File: config.mk
export PLATFORM = sky130hd
export DESIGN_NAME = serializer_piso_flat
export DESIGN_NICKNAME = d
export VERILOG_FILES = /design/src/rtl/serializer_piso_pkg.sv /design/src/rtl/serializer_piso_if.sv /design/src/rtl/serializer_piso_reg_en_rst.sv /design/src/rtl/serializer_piso.sv /design/src/flat_wrapper.sv
export SDC_FILE = /design/constraint.sdc
export NUM_CORES = 1
export LEC_CHECK = 0
export CORE_MARGIN = 5
export CORE_UTILIZATION = 44
export CTS_CLUSTER_SIZE = 28
export DETAILED_ROUTE_END_ITERATION = 7
export GPL_ROUTABILITY_DRIVEN = 0
export GPL_TIMING_DRIVEN = 0
export PLACE_DENSITY_LB_ADDON = 0.1
export SKIP_CTS_REPAIR_TIMING = 1
export SLEW_MARGIN = 0
export SYNTH_ARGS = -nofsm -noshare
export SYNTH_HDL_FRONTEND = slang
export SYNTH_SLANG_ARGS = --single-unit
File: constraint.sdc
create_clock -name clk -period 2 [get_ports clk]
set_input_delay 0.4 -clock clk [delete_from_list [all_inputs] [get_ports clk]]
set_output_delay 0.4 -clock clk [all_outputs]
set_load 0.02 [all_outputs]
File: src/rtl/serializer_piso_pkg.sv
// Shared types and helpers for the PISO serializer slice.
package serializer_pkg;

    typedef enum logic [0:0] {
        IDLE  = 1'b0,
        SHIFT = 1'b1
    } serializer_state_t;

    // Width of the bit-index counter for a word of n bits.
    function automatic int unsigned cnt_width(input int unsigned n);
        return (n < 2) ? 1 : $clog2(n);
    endfunction

endpackage

File: src/rtl/serializer_piso_if.sv
// Parallel-in and serial-out val/rdy channels of the serializer.
interface serializer_piso_if #(
    parameter int unsigned nbits = 8
);
    logic             in_val;
    logic             in_rdy;
    logic [nbits-1:0] in_msg;
    logic             out_val;
    logic             out_rdy;
    logic             out_bit;
    logic             out_last;

    // Driver/sink side: produces words, consumes bits.
    modport master (
        output in_val, in_msg, out_rdy,
        input  in_rdy, out_val, out_bit, out_last
    );

    // Serializer side.
    modport slave (
        input  in_val, in_msg, out_rdy,
        output in_rdy, out_val, out_bit, out_last
    );
endinterface

File: src/rtl/serializer_piso_reg_en_rst.sv
// Enabled register with asynchronous active-high reset to a fixed value.
module reg_en_rst #(
    parameter int unsigned      nbits   = 1,
    parameter logic [nbits-1:0] rst_val = '0
) (
    input  logic             clk,
    input  logic             rst,
    input  logic             en,
    input  logic [nbits-1:0] d,
    output logic [nbits-1:0] q
);

    // Load d on enabled edges; reset overrides asynchronously.
    always_ff @(posedge clk or posedge rst) begin
        if (rst)
            q <= rst_val;
        else if (en)
            q <= d;
    end

endmodule

File: src/rtl/serializer_piso.sv
// Parallel-in/serial-out serializer: accepts a word, emits it LSB first,
// one bit per accepted output transfer, flagging the final bit.
module serializer_piso
    import serializer_pkg::*;
#(
    parameter int unsigned nbits = 8
) (
    input  logic              clk,
    input  logic              rst,
    serializer_piso_if.slave  bus
);

    localparam int unsigned     CW       = cnt_width(nbits);
    localparam logic [CW-1:0]   LAST_IDX = CW'(nbits - 1);

    serializer_state_t state_q, state_d;
    logic [0:0]        state_bits_q, state_bits_d;
    logic              state_en;

    logic [nbits-1:0]  shreg_q, shreg_d;
    logic              shreg_en;

    logic [CW-1:0]     cnt_q, cnt_d;
    logic              cnt_en;

    logic              in_rdy, out_val, out_bit, out_last;
    logic              in_fire, out_fire;

    reg_en_rst #(.nbits(1), .rst_val(1'b0)) u_state (
        .clk (clk), .rst (rst), .en (state_en), .d (state_bits_d), .q (state_bits_q)
    );

    reg_en_rst #(.nbits(nbits), .rst_val('0)) u_shreg (
        .clk (clk), .rst (rst), .en (shreg_en), .d (shreg_d), .q (shreg_q)
    );

    reg_en_rst #(.nbits(CW), .rst_val('0)) u_cnt (
        .clk (clk), .rst (rst), .en (cnt_en), .d (cnt_d), .q (cnt_q)
    );

    // Map the raw state flop to the enum and back.
    always_comb begin
        state_q      = serializer_state_t'(state_bits_q);
        state_bits_d = state_d;
    end

    // Output decode from registered state; reset only suppresses in_rdy.
    always_comb begin
        in_rdy   = (state_q == IDLE) && !rst;
        out_val  = (state_q == SHIFT);
        out_bit  = out_val && shreg_q[0];
        out_last = out_val && (cnt_q == LAST_IDX);
    end

    // Next-state and datapath update enables.
    always_comb begin
        in_fire  = bus.in_val && in_rdy;
        out_fire = out_val && bus.out_rdy;

        state_en = in_fire || (out_fire && out_last);
        state_d  = in_fire ? SHIFT : IDLE;

        shreg_en = in_fire || (out_fire && !out_last);
        shreg_d  = in_fire ? bus.in_msg : {1'b0, shreg_q[nbits-1:1]};

        cnt_en   = shreg_en;
        cnt_d    = in_fire ? '0 : cnt_q + 1'b1;
    end

    assign bus.in_rdy   = in_rdy;
    assign bus.out_val  = out_val;
    assign bus.out_bit  = out_bit;
    assign bus.out_last = out_last;

endmodule
File: src/flat_wrapper.sv
// flat-port wrapper written by rule: the top's interface ports become plain ports
module serializer_piso_flat import serializer_pkg::*;
#(
    parameter int unsigned nbits = 8
)
  (clk, rst, bus_in_val, bus_in_msg, bus_out_rdy, bus_in_rdy, bus_out_val, bus_out_bit, bus_out_last);
  serializer_piso_if #(.nbits(nbits)) bus_i ();
  input  logic clk;
  input  logic rst;
  input wire logic [$bits(bus_i.in_val)-1:0] bus_in_val;
  input wire logic [$bits(bus_i.in_msg)-1:0] bus_in_msg;
  input wire logic [$bits(bus_i.out_rdy)-1:0] bus_out_rdy;
  output wire logic [$bits(bus_i.in_rdy)-1:0] bus_in_rdy;
  output wire logic [$bits(bus_i.out_val)-1:0] bus_out_val;
  output wire logic [$bits(bus_i.out_bit)-1:0] bus_out_bit;
  output wire logic [$bits(bus_i.out_last)-1:0] bus_out_last;
  assign bus_i.in_val = bus_in_val;
  assign bus_i.in_msg = bus_in_msg;
  assign bus_i.out_rdy = bus_out_rdy;
  assign bus_in_rdy = bus_i.in_rdy;
  assign bus_out_val = bus_i.out_val;
  assign bus_out_bit = bus_i.out_bit;
  assign bus_out_last = bus_i.out_last;
  serializer_piso #(.nbits(nbits)) u_core (.clk(clk), .rst(rst), .bus(bus_i));
endmodule
==> results by group <==
Outcome
  – Outcome: finished, final reports clean

Timing
  – Final Max Slew Viols: 0
  – RSZ-0062 raised after global routing: false
  – Fin crit period: 1.93 ns
  – Relative slew slack: 68.1%
  – Setup ws final: 0.0708 ns
  – Final TNS setup: 0 ns
  – Endpoints failing setup: 0
  – Slew of the pin with the lowest slew margin: 0.478 ns
  – Clock Skew: 0.00169 ns
  – Hold Slack: 0.475 ns
  – Fin. Hold Viols: 0
  – Achievable Freq: 0.518 GHz
  – Tcrit/Tclk final: 96.5%

Cells and area
  – Multi-input logic area: 251 um2
  – Final net count: 77
  – Share of layout cells above drive strength 1: 31.1%
  – Core Util, Final: 60.6%
  – Area Growth Syn to Fin: 34.4%
  – FF+latch area: 300 um2
  – Antenna cell count: 0
  – Finished Layout Cells: 76
  – Fillers: 104

Clock network
  – H-tree depth: 1
  – Worst-Skew Late Latency: 0.27 ns
  – Root Buffer: clkbuf_4
  – Clk sinks: 12
  – CTS tree: done
  – Clock Path Buffers: 2
  – Reg clk slew, reported paths: 0.07 ns
  – TritonCTS Buffers: 3

Route
  – Antenna viol nets, final: 0
  – Highest metal used: met4
  – First DRT Iteration DRCs: 2
  – WL per Instance: 14.3 um
  – Met2 Wirelength: 504 um
  – Drt first pass iters: 4
  – Final WL: 1.08 mm
  – Residual DRC: 0
  – Met3 WL post-DR: 69 um
  – Post-Route M1 WL: 472 um
  – Vias per inst: 5.47
  – Vias: 416

Logic synthesis
  – Yosys reg bits: 12
  – Netlist Area Pre-Place: 572 um2
  – Synth Net Count: 57
  – Ys Warns: 0
  – Sequential-to-total area share from yosys stat: 52.5%
  – Cell variety after synth: 16
  – Avg Synthesized Cell Area: 13.3 um2
  – Post-Syn Instances: 43

Worst setup path
  – Worst path slowest cell: clkdlybuf4s50_1
  – CP max FO: 7
  – FF-to-FF path depth: 6
  – Crit path required time: 1.60 ns
  – Flop2flop setup slack: 0.44 ns
  – Startpoint types: register
  – Crit path max-delay family: buffers and inverters
  – Crit-path cells: and2_2 -> clkdlybuf4s50_1
  – Bufs and invs on worst path: 1
  – Crit. End Element: output pin
  – Data arrival, critical path: 1.53 ns
  – Crit path kind: register to output pin
  – Max incr delay on CP: 0.59 ns
  – Critical Path Stages: 2

Pwr
  – Pwr dens: 1210 nW/um2
  – Combinational power share: 39.7%
  – Worst vdd ir: 619 uV
  – Sequential power share: 44.8%
  – Pleak: 0.431 nW
  – Switching Share: 31.6%
  – Clock Power Share: 15.5%
  – Internal power: 0.637 mW
  – Sw power: 0.294 mW

Floorplanning
  – Starting density of the core: 45.1%
  – DIE AREA: 2120 um2
  – Die Wd: 46.1 um
  – # IOs: 16
  – Cell Rows: 13
  – Chip Height: 46.1 um
  – Core footprint: 1270 um2

Place
  – Cells after DPL: 73
  – Pre-CTS setup slack: -0.000865 ns
  – PortBufs: 15

Job
  – Number of max-cap violations: 0

Global route
  – Initial antenna violation count: 0
  – Vias in the first global route: 371
  – First-pass GRT wire length: 1.71 mm
  – GRT overflow: 0
  – Pin count of the biggest net entering global routing: 13
  – Total global routing track utilization: 12.3%

Hold path
  – Hold-critical path depth: 1
  – Hold WC Path Type: register to register
==> cells in the final DEF (no fill, tap or decap) <==
cell	netlist	final
clkdlybuf4s50_1	0	13
dfrtp_1	12	12
a22o_2	7	7
a21o_1	7	7
a22o_1	3	3
clkbuf_4	0	3
and2_2	2	2
ha_1	2	2
dlymetal6s2s_1	0	2
nor3b_4	1	1
and3b_2	1	1
nor2_2	1	1
buf_6	1	1
buf_2	1	1
mux2_2	1	1
inv_1	1	1
nand2_1	1	1
a21o_2	1	1
nor2_1	1	1
==> through the flow <==
step                      total power [mW]  area (um2)
final                                0.931         768
after global routing                 0.988         768
after CTS                            0.947         763
after detailed placement             0.801         741
after global placement               0.772         741
after floorplan                      0.675         572
==> routing by layer <==
| layer | global-route usage (%) | up-vias |
|---|---|---|
| li1 | - | 200 |
| met1 | 13.9 | 202 |
| met2 | 17.6 | 10 |
| met3 | 4.30 | 4 |
| met4 | 11.9 | 0 |
| met5 | 0 | - |
==> logic make-up (layout without fill, tap and decap cells) <==
kind of cell	Yosys count	count (layout)	synth area share (%)
flip-flops	12	12	52.5
adder cells (fa/ha/maj)	2	2	4.38
AND/OR/NAND/NOR	7	7	10.1
AO/OA/AOI/OAI	18	18	27.6
multiplexers	1	1	1.97
buffers and inverters	3	21	3.50
==> power by group through the flow <==
stage	Combinational, mW	Clock [mW]	Sequential (mW)
final	0.370	0.144	0.418
after global routing	0.401	0.161	0.427
after CTS	0.379	0.151	0.417
after detailed placement	0.379	0	0.422
after global placement	0.358	0	0.413
after floorplan	0.260	0	0.415
==> registers in the layout, summed over array words and instances (netlist names) <==
name / cells
u_core.u_shreg.q: 8
u_core.u_cnt.q: 3
u_core.u_state.q: 1
==> layout make-up <==
class / count / share of cell area (%)
Sequential cell: 12 / 39.1
Multi-Input combinational cell: 28 / 32.7
Timing Repair Buffer: 15 / 20.2
Clock buffer: 3 / 2.93
Tap cell: 15 / 2.44
Buffer: 2 / 2.12
Inverter: 1 / 0.489
==> cells in the mapped netlist <==
cell | count | share of area [%]
nor2_1 | 1 | 0.66
mux2_2 | 1 | 2.0
nor2_2 | 1 | 1.1
inv_1 | 1 | 0.66
a22o_2 | 7 | 12
and2_2 | 2 | 2.6
buf_2 | 1 | 0.87
nand2_1 | 1 | 0.66
and3b_2 | 1 | 1.8
nor3b_4 | 1 | 3.3
buf_6 | 1 | 2.0
ha_1 | 2 | 4.4
a21o_2 | 1 | 1.5
a21o_1 | 7 | 9.2
a22o_1 | 3 | 4.6
dfrtp_1 | 12 | 53
==> worst paths after layout <==
kind | startpoint | to
max | u_core.u_state.q | bus_out_bit
min | u_core.u_shreg.q[0] | u_core.u_shreg.q[0]
max reg2reg | u_core.u_cnt.q[0] | u_core.u_shreg.q[3]
min reg2reg | u_core.u_shreg.q[0] | u_core.u_shreg.q[0]
max in group asynchronous | rst | u_core.u_shreg.q[4]
min in group asynchronous | rst | u_core.u_cnt.q[0]
No activity file was read; power rests on OpenSTA's default activity.
